## config.mk

```make
export PLATFORM = sky130hd
export DESIGN_NAME = fft_sample_packer
export DESIGN_NICKNAME = d
export VERILOG_FILES = /design/src/rtl/fft_stream_pkg.sv /design/src/rtl/fft_frame_counter.sv /design/src/rtl/fft_sample_packer.sv
export SDC_FILE = /design/constraint.sdc
export NUM_CORES = 1
export LEC_CHECK = 0
export BUFFER_PORTS_ARGS = -buffer_cell sky130_fd_sc_hd__buf_2
export CORE_ASPECT_RATIO = 1.25
export CORE_MARGIN = 8
export CORE_UTILIZATION = 35
export CTS_CLUSTER_SIZE = 12
export DETAILED_ROUTE_END_ITERATION = 16
export SYNTH_ARGS = -nofsm -noshare
export SYNTH_HDL_FRONTEND = slang
export SYNTH_SLANG_ARGS = --single-unit
```

## constraint.sdc

```tcl
create_clock -name clk -period 4.75 [get_ports clk]
set_input_delay 0 -clock clk [delete_from_list [all_inputs] [get_ports clk]]
set_output_delay 0 -clock clk [all_outputs]
set_load 0.1 [all_outputs]
```

## src/rtl/fft_stream_pkg.sv

```systemverilog
// Shared definitions for the FFT/IFFT input streaming path.
// Lane-state encoding, fixed stream widths and beat-counter sizing.
package fft_stream_pkg;

    localparam int unsigned SAMPLE_WIDTH = 32;
    localparam int unsigned BEAT_WIDTH   = 64;

    typedef enum logic {
        EMPTY = 1'b0,
        HALF  = 1'b1
    } lane_state_t;

    function automatic int unsigned beat_cnt_width(input int unsigned points);
        return $clog2(points / 2);
    endfunction

endpackage

```

## src/rtl/fft_frame_counter.sv

```systemverilog
// Per-frame beat counter with terminal flag, resync clear and a wrapping
// completed-frame counter.
module fft_frame_counter #(
    parameter int unsigned FFT_POINTS = 1024,
    parameter int unsigned FCNT_WIDTH = 16
) (
    input  logic                  clk,
    input  logic                  rst_n,
    input  logic                  beat_load,
    input  logic                  resync,
    output logic                  terminal,
    output logic [FCNT_WIDTH-1:0] frame_cnt
);
    import fft_stream_pkg::*;

    localparam int unsigned CW = beat_cnt_width(FFT_POINTS);
    localparam logic [CW-1:0] TERM = CW'(FFT_POINTS / 2 - 1);

    logic [CW-1:0] beat_cnt;
    logic          frame_end;

    assign terminal  = (beat_cnt == TERM);
    // A frame closes either by count or by an upstream marker forcing resync.
    assign frame_end = beat_load && (terminal || resync);

    always_ff @(posedge clk or negedge rst_n) begin
        if (!rst_n) begin
            beat_cnt  <= '0;
            frame_cnt <= '0;
        end else begin
            if (frame_end) begin
                beat_cnt  <= '0;
                frame_cnt <= frame_cnt + FCNT_WIDTH'(1);
            end else if (resync) begin
                beat_cnt <= '0;
            end else if (beat_load) begin
                beat_cnt <= beat_cnt + CW'(1);
            end
        end
    end

endmodule

```

## src/rtl/fft_sample_packer.sv

```systemverilog
// Packs pairs of 32-bit complex samples into 64-bit beats, marks frame ends
// by count and resynchronises on upstream frame-marker mismatches.
module fft_sample_packer #(
    parameter int unsigned SAMPLE_WIDTH = fft_stream_pkg::SAMPLE_WIDTH,
    parameter int unsigned BEAT_WIDTH   = fft_stream_pkg::BEAT_WIDTH,
    parameter int unsigned FFT_POINTS   = 1024,
    parameter int unsigned FCNT_WIDTH   = 16
) (
    input  logic                    clk,
    input  logic                    rst_n,
    input  logic                    s_valid,
    output logic                    s_ready,
    input  logic [SAMPLE_WIDTH-1:0] s_data,
    input  logic                    s_last,
    output logic                    m_valid,
    input  logic                    m_ready,
    output logic [BEAT_WIDTH-1:0]   m_data,
    output logic                    m_last,
    output logic                    frame_err,
    output logic [FCNT_WIDTH-1:0]   frame_cnt
);
    import fft_stream_pkg::*;

    lane_state_t             state, state_nxt;
    logic [SAMPLE_WIDTH-1:0] lane0;
    logic                    out_free;
    logic                    accept;
    logic                    load_beat;
    logic                    terminal;
    logic [BEAT_WIDTH-1:0]   beat_nxt;
    logic                    last_nxt;
    logic                    err_nxt;

    assign out_free = !m_valid || m_ready;
    // An early marker in EMPTY emits a beat at once, so it also needs out_free.
    assign s_ready   = rst_n && (((state == EMPTY) && !s_last) || out_free);
    assign accept    = s_valid && s_ready;
    assign load_beat = accept && ((state == HALF) || s_last);

    fft_frame_counter #(
        .FFT_POINTS (FFT_POINTS),
        .FCNT_WIDTH (FCNT_WIDTH)
    ) u_frame_counter (
        .clk       (clk),
        .rst_n     (rst_n),
        .beat_load (load_beat),
        .resync    (accept && s_last),
        .terminal  (terminal),
        .frame_cnt (frame_cnt)
    );

    always_comb begin
        state_nxt = state;
        beat_nxt  = {{SAMPLE_WIDTH{1'b0}}, s_data};
        last_nxt  = terminal || s_last;
        err_nxt   = 1'b0;
        if (state == HALF) begin
            beat_nxt = {s_data, lane0};
        end
        if (accept) begin
            // Mismatch whenever the marker disagrees with "final sample by count".
            err_nxt = (s_last != ((state == HALF) && terminal));
            if (state == HALF) begin
                state_nxt = EMPTY;
            end else if (!s_last) begin
                state_nxt = HALF;
            end
        end
    end

    always_ff @(posedge clk or negedge rst_n) begin
        if (!rst_n) begin
            state     <= EMPTY;
            lane0     <= '0;
            m_valid   <= 1'b0;
            m_data    <= '0;
            m_last    <= 1'b0;
            frame_err <= 1'b0;
        end else begin
            state     <= state_nxt;
            frame_err <= err_nxt;
            if (accept && (state == EMPTY) && !s_last) begin
                lane0 <= s_data;
            end
            if (load_beat) begin
                m_valid <= 1'b1;
                m_data  <= beat_nxt;
                m_last  <= last_nxt;
            end else if (m_ready) begin
                m_valid <= 1'b0;
            end
        end
    end

endmodule

```

==> results of run 1 <==
power groups by stage:
stage | registers, mW | logic (mW) | clock network, mW
floorplan | 2.70 | 0.346 | 0
global placement | 1.49 | 1.89 | 0
detailed placement | 1.50 | 1.91 | 0
CTS | 1.49 | 1.93 | 1.26
global route | 1.52 | 2.00 | 1.31
finish | 1.48 | 1.91 | 1.22
cells in the mapped netlist (2+ instances only):
cell type    n  share of area
o211ai_1     2         0.0029
nand2b_1     2         0.0024
nor4b_1      2         0.0034
nor2_1       6         0.0043
clkbuf_1     4         0.0029
buf_6        4         0.0087
dfrtp_1    125           0.60
xnor2_1     19          0.032
o21ai_0     32          0.031
mux2_2      33          0.072
a22o_1      32          0.054
nor2b_1      2         0.0024
buf_2       16          0.015
or3_1        2         0.0024
mux2i_1     32          0.062
nand2_1     49          0.035
o21ai_1      4         0.0039
nand3_1      9         0.0087
nor3_1       4         0.0039
and3_1       6         0.0072
ha_1         3         0.0072
nand4_1      8         0.0097
and4_1       2         0.0034
cell type report:
type	count	area, um^2	share of cell area
Sequential cell	125	3130	0.457
Multi-Input combinational cell	260	1920	0.281
Timing Repair Buffer	161	998	0.146
Clock buffer	18	429	0.0627
Tap cell	178	223	0.0326
Clock inverter	14	135	0.0198
Inverter	1	3.75	0.000549
cell families (layout without fill, tap and decap cells):
kind of cell	count (synthesis)	in the layout	share of synthesized area
DFF	125	125	0.603
and+or+nand+nor	99	99	0.0977
AOI/OAI and AO/OA	73	73	0.0963
muxes	65	65	0.133
buffers and inverters	26	194	0.0285
xor gates and xnor gates	20	20	0.0338
adders and majority gates	3	3	0.00724
timing repair:
action	4_1_cts	5_1_grt
gates resized for setup	0	0
hold buffers	35	0
hold endpoints to repair	169	0
state kept, by name, summed over array words and instances, names as in the netlist:
name                       cells
u_frame_counter.frame_cnt     16
m_data                        64
u_frame_counter.beat_cnt       9
m_last                         1
frame_err                      1
lane0                         32
m_valid                        1
state                          1
final timing paths:
kind / from / to / depth (start not counted)
hold / removal: s_valid / frame_err$_DFF_PN0_ / 3
setup reg to reg: m_valid$_DFFE_PN0P_ / m_data[7]$_DFFE_PN0P_ / 3
setup / recovery: m_valid$_DFFE_PN0P_ / m_data[7]$_DFFE_PN0P_ / 3
max in group asynchronous: rst_n / state$_DFFE_PN0N_ / 4
hold reg to reg: m_last$_DFFE_PN0P_ / m_last$_DFFE_PN0P_ / 2
min in group asynchronous: rst_n / m_data[27]$_DFFE_PN0P_ / 3
worst max-delay path, delay by kind of cell, from the launching register on:
family | cells | cell delay [ns]
AND/OR/NAND/NOR | 2 | 1.69
AO/OA/AOI/OAI | 1 | 0.23
flip-flops | 1 | 0.36
metrics by stage:
| step | instance area (um^2) | util | setup slack (ns) | std cells | total power [mW] |
|---|---|---|---|---|---|
| after CTS | 6840 | 0.473 | 2.20 | 757 | 4.67 |
| after global routing | 6840 | 0.473 | 1.95 | 757 | 4.83 |
| after detailed placement | 5930 | 0.410 | 2.21 | 690 | 3.40 |
| final | 6840 | 0.473 | 2.21 | 757 | 4.62 |
| after floorplan | 5190 | - | 2.63 | 411 | 3.05 |
| after global placement | 5930 | 0.410 | 2.32 | 690 | 3.37 |
per-layer routing:
metal | up-vias | global-route usage
met5 | - | 0
met4 | 0 | 0.0390
met3 | 12 | 0.0483
met2 | 89 | 0.223
met1 | 1907 | 0.172
li1 | 1786 | -
==> flow_summary.json, run 1 <==
{
  "synth_area_um2": 5190,
  "yosysSeqAreaShare": 0.603,
  "setup_viol": 0,
  "worstPathArrival_ns": 2.78,
  "firstDrtPassIters": 4,
  "die_x_um": 125,
  "rsz0062_at_grt": "false",
  "min-delay-path-class": "in2reg",
  "swShare": 0.478,
  "p_seq_frac": 0.321,
  "hold_violations": 0,
  "io_pins": 121,
  "totalWireLength_mm": 12.6,
  "whs_ns": 0.277,
  "final_max_slew_viol_count": 0,
  "slowest_stage": "or3_4",
  "worstMarginPinSlew_ns": 1.00,
  "mostFrequentLayoutCells": "124 x dfrtp_1, 119 x buf_2, 49 x nand2_1",
  "wl_per_cell_um": 16.7,
  "timing.final.crit_share": 0.535,
  "crit_required_ns": 4.99,
  "rows": 49,
  "grt_pass1_wl_mm": 21.6,
  "clkTransAtPathRegs_ns": 0.06,
  "grt_max_degree": 104,
  "finalNetCount": 606,
  "dr_wl_met3_um": 669,
  "switchingPower_mw": 2.21,
  "wl_met2_mm": 6.02,
  "start_util": 0.358,
  "regToRegSetupSlack_ns": 2.21,
  "fillCellCount": 1317,
  "synth_edf_count": 0,
  "cts_sinks": 125,
  "layout_min_cycle_time_ns": 2.54,
  "async_flop_share": 1.00,
  "outcome": "complete, no violations",
  "critPathKind": "reg2reg",
  "layout-drive-gt1-share": 0.339,
  "clk_latency_ns": 0.40,
  "share_comb_of_total_power": 0.414,
  "p_per_area_nw_per_um2": 675,
  "cts_tree": "built",
  "ys.flop_type": "dfrtp_1",
  "yosys_warnings": 0,
  "synth_cell_types": 36,
  "antenna_found_initial": 0,
  "clock_skew_ns": 0.00923,
  "max_freq_mhz": 394,
  "slew-limit-headroom": 0.332,
  "synthesis.nets": 451,
  "cpPeakStageDelay_ns": 0.90,
  "syn_avg_cell_area_um2": 12.6,
  "die_area_um2": 19000,
  "gp_congestion": 0.728,
  "layout.cells.most_common": "dfrtp_1",
  "grt_pass1_vias": 4142,
  "core_um2": 14500,
  "io_buffers": 120,
  "maxCapViolations": 0,
  "cts_root_buf": "clkbuf_16",
  "power.share.clock": 0.265,
  "hpwl_mm": 8.39,
  "cts_buffer_depth": 2,
  "drt_first_iter_violations": 140,
  "startpoint_type": "flip-flop",
  "fp.dieH_um": 152,
  "wl_met1_mm": 5.83,
  "synthToLayoutAreaGrowth_pct": 31.9,
  "synth-seq-cells": 125,
  "grt_overflow": 0,
  "critPathCaptureType": "flip-flop",
  "p_leak_nw": 3.30,
  "antennaDiodeCount": 0,
  "detail-route-antenna-nets": 0,
  "worstPathCellList": "nor2b_1 -> or3_4 -> o21ai_0",
  "grt_usage": 0.138,
  "viasPerCell": 5.01,
  "cts_made_buffers": 17,
  "cts_setup_buffers": 0,
  "fin_setup_tns_ns": 0,
  "h-tree-depth": 4,
  "peakVddDrop_mv": 0.375,
  "via_count": 3794,
  "intPower_mw": 2.41,
  "syn_inst": 411,
  "worstPathMaxFanout": 103,
  "maxUsedRoutingLayer": "met4",
  "drcViolationCount": 0
}
Note: power is estimated with default switching activity, not from simulation.
==> run 2, diff against run 1 <==
clock period = 2.45 ns   (was 4.75 ns; I/O delays follow)
==> run 2 against run 1 <==
Effect of this change:
- routed wire length fell by 0.93%
- clock power rose by 100%
- first-iteration DRC count rose by 3.6%
- flip-flop and latch count did not move
- worst setup slack got worse by 2.0 ns
- sequential share of layout area fell by 0.61 points
- fmax rose by 14%
- cell area rose by 1.4%
- critical path type unchanged
- critical endpoint is now u_frame_counter.frame_cnt[15]$_DFFE_PN0P_
==> flow_summary.json, run 2 (same netlist as run 1, synthesis figures left out) <==
{
  "outcome": "complete, no violations",
  "cts_sinks": 125,
  "startpoint_type": "flip-flop",
  "firstDrtPassIters": 4,
  "largest_register_ffs": 64,
  "finish.utilization": 0.479,
  "multi_input_area_um2": 1920,
  "fillCellCount": 1313,
  "p_per_area_nw_per_um2": 1310,
  "reg.largest.list": "m_data (64), lane0 (32), u_frame_counter.frame_cnt (16)",
  "grt_pass1_wl_mm": 21.0,
  "crit_required_ns": 2.75,
  "critPathKind": "reg2reg",
  "grt_pass1_vias": 4049,
  "cts_root_buf": "clkbuf_16",
  "r2r_cells": 9,
  "layout-drive-gt1-share": 0.342,
  "cts_setup_buffers": 0,
  "min-delay-path-class": "in2reg",
  "die_area_um2": 19000,
  "cts_tree": "built",
  "antenna_found_initial": 0,
  "final_max_slew_viol_count": 0,
  "layout.cells.most_common": "dfrtp_1",
  "max_freq_mhz": 448,
  "drt_first_iter_violations": 145,
  "clkTransAtPathRegs_ns": 0.06,
  "grt_overflow": 0,
  "worstPathArrival_ns": 2.53,
  "startpoint": "u_frame_counter.beat_cnt[2]$_DFFE_PN0P_",
  "detail-route-antenna-nets": 0,
  "grt_max_degree": 104,
  "grt_usage": 0.137,
  "fin_setup_tns_ns": 0,
  "regMostFlops": "m_data",
  "antennaDiodeCount": 0,
  "peakVddDrop_mv": 0.982,
  "worstPathMaxFanout": 8,
  "regArea_um2": 3130,
  "hpwl_mm": 8.50,
  "worstMarginPinSlew_ns": 1.01,
  "whs_path_depth": 4,
  "clock_skew_ns": 0.00737,
  "slew-limit-headroom": 0.324,
  "mostFrequentLayoutCells": "124 x dfrtp_1, 119 x buf_2, 49 x nand2_1",
  "io_buffers": 120,
  "synthToLayoutAreaGrowth_pct": 33.7,
  "totalWireLength_mm": 12.5,
  "via_count": 3811,
  "rsz0062_at_grt": "false",
  "cts_buffer_depth": 2,
  "layout_min_cycle_time_ns": 2.23,
  "wl_per_cell_um": 16.4,
  "start_util": 0.358,
  "die_x_um": 125,
  "p_leak_nw": 3.35,
  "io_pins": 121,
  "maxCapViolations": 0,
  "viasPerCell": 4.99,
  "worstReg2RegStart": "u_frame_counter.beat_cnt[2]$_DFFE_PN0P_",
  "rows": 49,
  "timing.final.crit_share": 0.911,
  "setup_viol": 0,
  "core_um2": 14500,
  "hold_violations": 0,
  "p_total_mw": 9.09,
  "cts_made_buffers": 17,
  "critPathCaptureType": "flip-flop",
  "gp_congestion": 0.757,
  "fp.dieH_um": 152,
  "finalNetCount": 612,
  "hold_path_startpoint": "s_valid",
  "clk_latency_ns": 0.41,
  "h-tree-depth": 4,
  "drcViolationCount": 0
}
==> run 2: cell type report <==
cell class,count,area share
Sequential cell,125,0.451
Multi-Input combinational cell,260,0.277
Timing Repair Buffer,167,0.153
Clock buffer,23,0.0704
Tap cell,178,0.0321
Clock inverter,9,0.0157
Inverter,1,0.000541
==> run 2: critical path, stage by stage (launching register included) <==
cell	delay, ns
dfrtp_1	0.42
and3_1	0.20
nand3_1	0.13
nor2_1	0.15
ha_1	0.21
a21oi_2	0.06
buf_4	0.17
nor4_4	0.40
nand4_1	0.21
xnor2_1	0.17
==> run 2: through the flow <==
| step | setup WS, ns | hold WS [ns] | cell area (um^2) | cells |
|---|---|---|---|---|
| 2_1_floorplan | 0.334 | -0.296 | 5190 | 411 |
| 5_1_grt | 0.0225 | 0.189 | 6930 | 763 |
| 4_1_cts | 0.226 | 0.143 | 6930 | 763 |
| 3_5_place_dp | 0.260 | -0.164 | 5980 | 695 |
| 3_3_place_gp | 0.323 | -0.166 | 5980 | 695 |
| 6_report | 0.219 | 0.176 | 6930 | 763 |
==> run 2: per-layer routing <==
layer  wire (um)  GRT usage  part of all wire
met1        5710      0.166              0.46
met2        5970      0.218              0.48
met3         714     0.0473             0.057
met4         129     0.0558             0.010
met5           0          0                 0
==> run 2: power by group <==
| group | total, mW | internal, mW | switching (mW) | leakage, nW |
|---|---|---|---|---|
| clock network | 2.50 | 1.60 | 0.899 | 0.282 |
| registers | 2.88 | 2.57 | 0.311 | 1.59 |
| logic | 3.71 | 0.697 | 3.01 | 1.48 |
==> run 2: final timing paths <==
path                                                              to  slack [ns]
min                                              frame_err$_DFF_PN0_        0.18
min reg2reg                u_frame_counter.frame_cnt[15]$_DFFE_PN0P_        0.46
min in group asynchronous                      lane0[29]$_DFFE_PN0P_        0.31
max                        u_frame_counter.frame_cnt[15]$_DFFE_PN0P_        0.22
max reg2reg                u_frame_counter.frame_cnt[15]$_DFFE_PN0P_        0.22
max in group asynchronous                      m_data[3]$_DFFE_PN0P_        1.48
==> run 2: what timing repair did <==
item                                   4_1_cts  5_1_grt
hold buffers                                36        0
endpoints found under the hold margin      223        0
resized for setup                            0        0
setup endpoints to repair                    0        0
==> run 3, diff against run 2 <==
--- a/config.mk
+++ b/config.mk
@@ -9,7 +9,8 @@
 export CORE_ASPECT_RATIO = 1.25
 export CORE_MARGIN = 8
-export CORE_UTILIZATION = 35
+export CORE_UTILIZATION = 53
 export CTS_CLUSTER_SIZE = 12
 export DETAILED_ROUTE_END_ITERATION = 16
+export PLACE_DENSITY = 0.79
 export SYNTH_ARGS = -nofsm -noshare
 export SYNTH_HDL_FRONTEND = slang
==> constraint.sdc (replaced) <==
create_clock -name clk -period 2.1 [get_ports clk]
set_input_delay 0.63 -clock clk [delete_from_list [all_inputs] [get_ports clk]]
set_output_delay 0.63 -clock clk [all_outputs]
set_load 0.1 [all_outputs]
==> run 3 against run 2 <==
Effect of this change:
- via count down 2.7%
- worst setup slack worse by 0.15 ns
- core utilization up 22 points
- clock power rose by 20%
- register-to-register slack got worse by 0.12 ns
- highest routed layer unchanged
==> flow_summary.json, run 3 (same netlist as run 1, synthesis figures left out) <==
{
  "mostFrequentLayoutCells": "122 x dfrtp_1, 118 x buf_2, 49 x nand2_1",
  "drcViolationCount": 0,
  "worstPathArrival_ns": 1.40,
  "h-tree-depth": 4,
  "via_count": 3707,
  "clkTransAtPathRegs_ns": 0.05,
  "critPathKind": "reg2out",
  "worstMarginPinSlew_ns": 0.615,
  "antennaDiodeCount": 0,
  "r2r_cells": 10,
  "p_per_area_nw_per_um2": 1600,
  "wl_per_cell_um": 18.0,
  "clock_skew_ns": 0.00857,
  "worstPathCellList": "nor2_2 -> o21a_2 -> buf_12",
  "grt_usage": 0.193,
  "totalWireLength_mm": 12.3,
  "detail-route-antenna-nets": 0,
  "peakVddDrop_mv": 1.11,
  "io_pins": 121,
  "reg.largest.list": "m_data (64), lane0 (32), u_frame_counter.frame_cnt (16)",
  "fin_setup_tns_ns": 0,
  "crit_required_ns": 1.47,
  "core_um2": 9560,
  "regMostFlops": "m_data",
  "final_max_slew_viol_count": 0,
  "slowest_stage": "dfrtp_2",
  "cts_buffer_depth": 2,
  "start_util": 0.543,
  "worstReg2RegStart": "u_frame_counter.beat_cnt[4]$_DFFE_PN0P_",
  "antenna_found_initial": 0,
  "drt_first_iter_violations": 160,
  "layout_min_cycle_time_ns": 2.03,
  "die_area_um2": 13200,
  "io_buffers": 120,
  "grt_overflow": 0,
  "critPathBufInv": 1,
  "cp.depth": 3,
  "fp.dieH_um": 127,
  "cts_tree": "built",
  "hpwl_mm": 8.32,
  "critPathCaptureType": "output port",
  "worstPathMaxFanout": 7,
  "p_leak_nw": 3.29,
  "fin_ws_ns": 0.0726,
  "holdBufCountCts": 0,
  "die_x_um": 104,
  "viasPerCell": 5.42,
  "grt_pass1_wl_mm": 20.4,
  "cts_sinks": 125,
  "clk_latency_ns": 0.40,
  "gp_congestion": 0.831,
  "maxCapViolations": 0,
  "finalNetCount": 585,
  "endpoint": "s_ready",
  "setup_viol": 0,
  "pre_cts_slack_ns": 0.0924,
  "layout.cells.most_common": "dfrtp_1",
  "worstReg2RegEnd": "u_frame_counter.frame_cnt[14]$_DFFE_PN0P_",
  "layout-drive-gt1-share": 0.385,
  "slew-limit-headroom": 0.590,
  "whs_ns": 0.215,
  "firstDrtPassIters": 5,
  "grt_max_degree": 119,
  "rows": 40,
  "largest_register_ffs": 64,
  "regToRegSetupSlack_ns": 0.10,
  "cpPeakStageDelay_ns": 0.48,
  "cp_top_family": "flip-flops",
  "timing.final.crit_share": 0.965,
  "hold_violations": 0,
  "startpoint": "state$_DFFE_PN0N_",
  "min-delay-path-class": "in2async",
  "cts_root_buf": "clkbuf_16",
  "synthToLayoutAreaGrowth_pct": 28.8,
  "max_freq_mhz": 493,
  "startpoint_type": "flip-flop",
  "outcome": "complete, no violations",
  "cts_made_buffers": 17,
  "grt_pass1_vias": 4078
}
run 3: cell count changes in the layout (fill, tap and decap cells not counted), moves of 4 or more:
cell / previous run / this run
dlygate4sd3_1: 36 / 0
clkinvlp_4: 4 / 0
buf_12: 1 / 6
buf_4: 11 / 16
run 3: what timing repair did:
item,in CTS,in global routing
pin swaps,0,3
setup endpoints to repair,1,8
gates resized for setup,1,4
buffers inserted,0,1
run 3: cell type report:
class	count	area (um^2)
sequential	125	3130
inverter	1	3.75
clock inverter	6	105
tap	126	158
timing repair buffer	140	831
multi-input combinational	260	1940
clock buffer	26	509
fill	686	2880
run 3: metrics by stage:
stage	total power [mW]	cells	instance area [um^2]	util
CTS	10.8	683	6660	0.696
finish	10.7	684	6680	0.699
detailed placement	7.74	651	6040	0.632
global placement	7.65	651	6040	0.632
global route	11.1	684	6680	0.699
floorplan	6.90	411	5190	-
run 3: report_power, final:
part	total, mW	internal (mW)	leakage, nW	switching (mW)
sequential	3.37	3.00	1.59	0.365
clock	3.00	2.02	0.304	0.978
combinational	4.33	0.804	1.39	3.53
run 3: worst min path at each step:
stage / start / end / slack, ns / cells past startpoint
final: rst_n / u_frame_counter.beat_cnt[1]$_DFFE_PN0P_ / 0.22 / 2
after global routing: rst_n / u_frame_counter.beat_cnt[0]$_DFFE_PN0P_ / 0.20 / 2
after CTS: rst_n / u_frame_counter.beat_cnt[1]$_DFFE_PN0P_ / 0.20 / 2
after detailed placement: u_frame_counter.frame_cnt[15]$_DFFE_PN0P_ / u_frame_counter.frame_cnt[15]$_DFFE_PN0P_ / 0.46 / 1
after global placement: u_frame_counter.frame_cnt[15]$_DFFE_PN0P_ / u_frame_counter.frame_cnt[15]$_DFFE_PN0P_ / 0.46 / 1
after floorplan: rst_n / frame_err$_DFF_PN0_ / 0.33 / 0
run 3: metal layers:
layer / track usage / vias up / share of wire / routed length (um)
met5: 0 / - / 0 / 0
met4: 0.0897 / 0 / 0.022 / 276
met3: 0.0684 / 15 / 0.049 / 606
met2: 0.312 / 102 / 0.51 / 6300
met1: 0.226 / 1855 / 0.42 / 5110
li1: - / 1735 / - / -
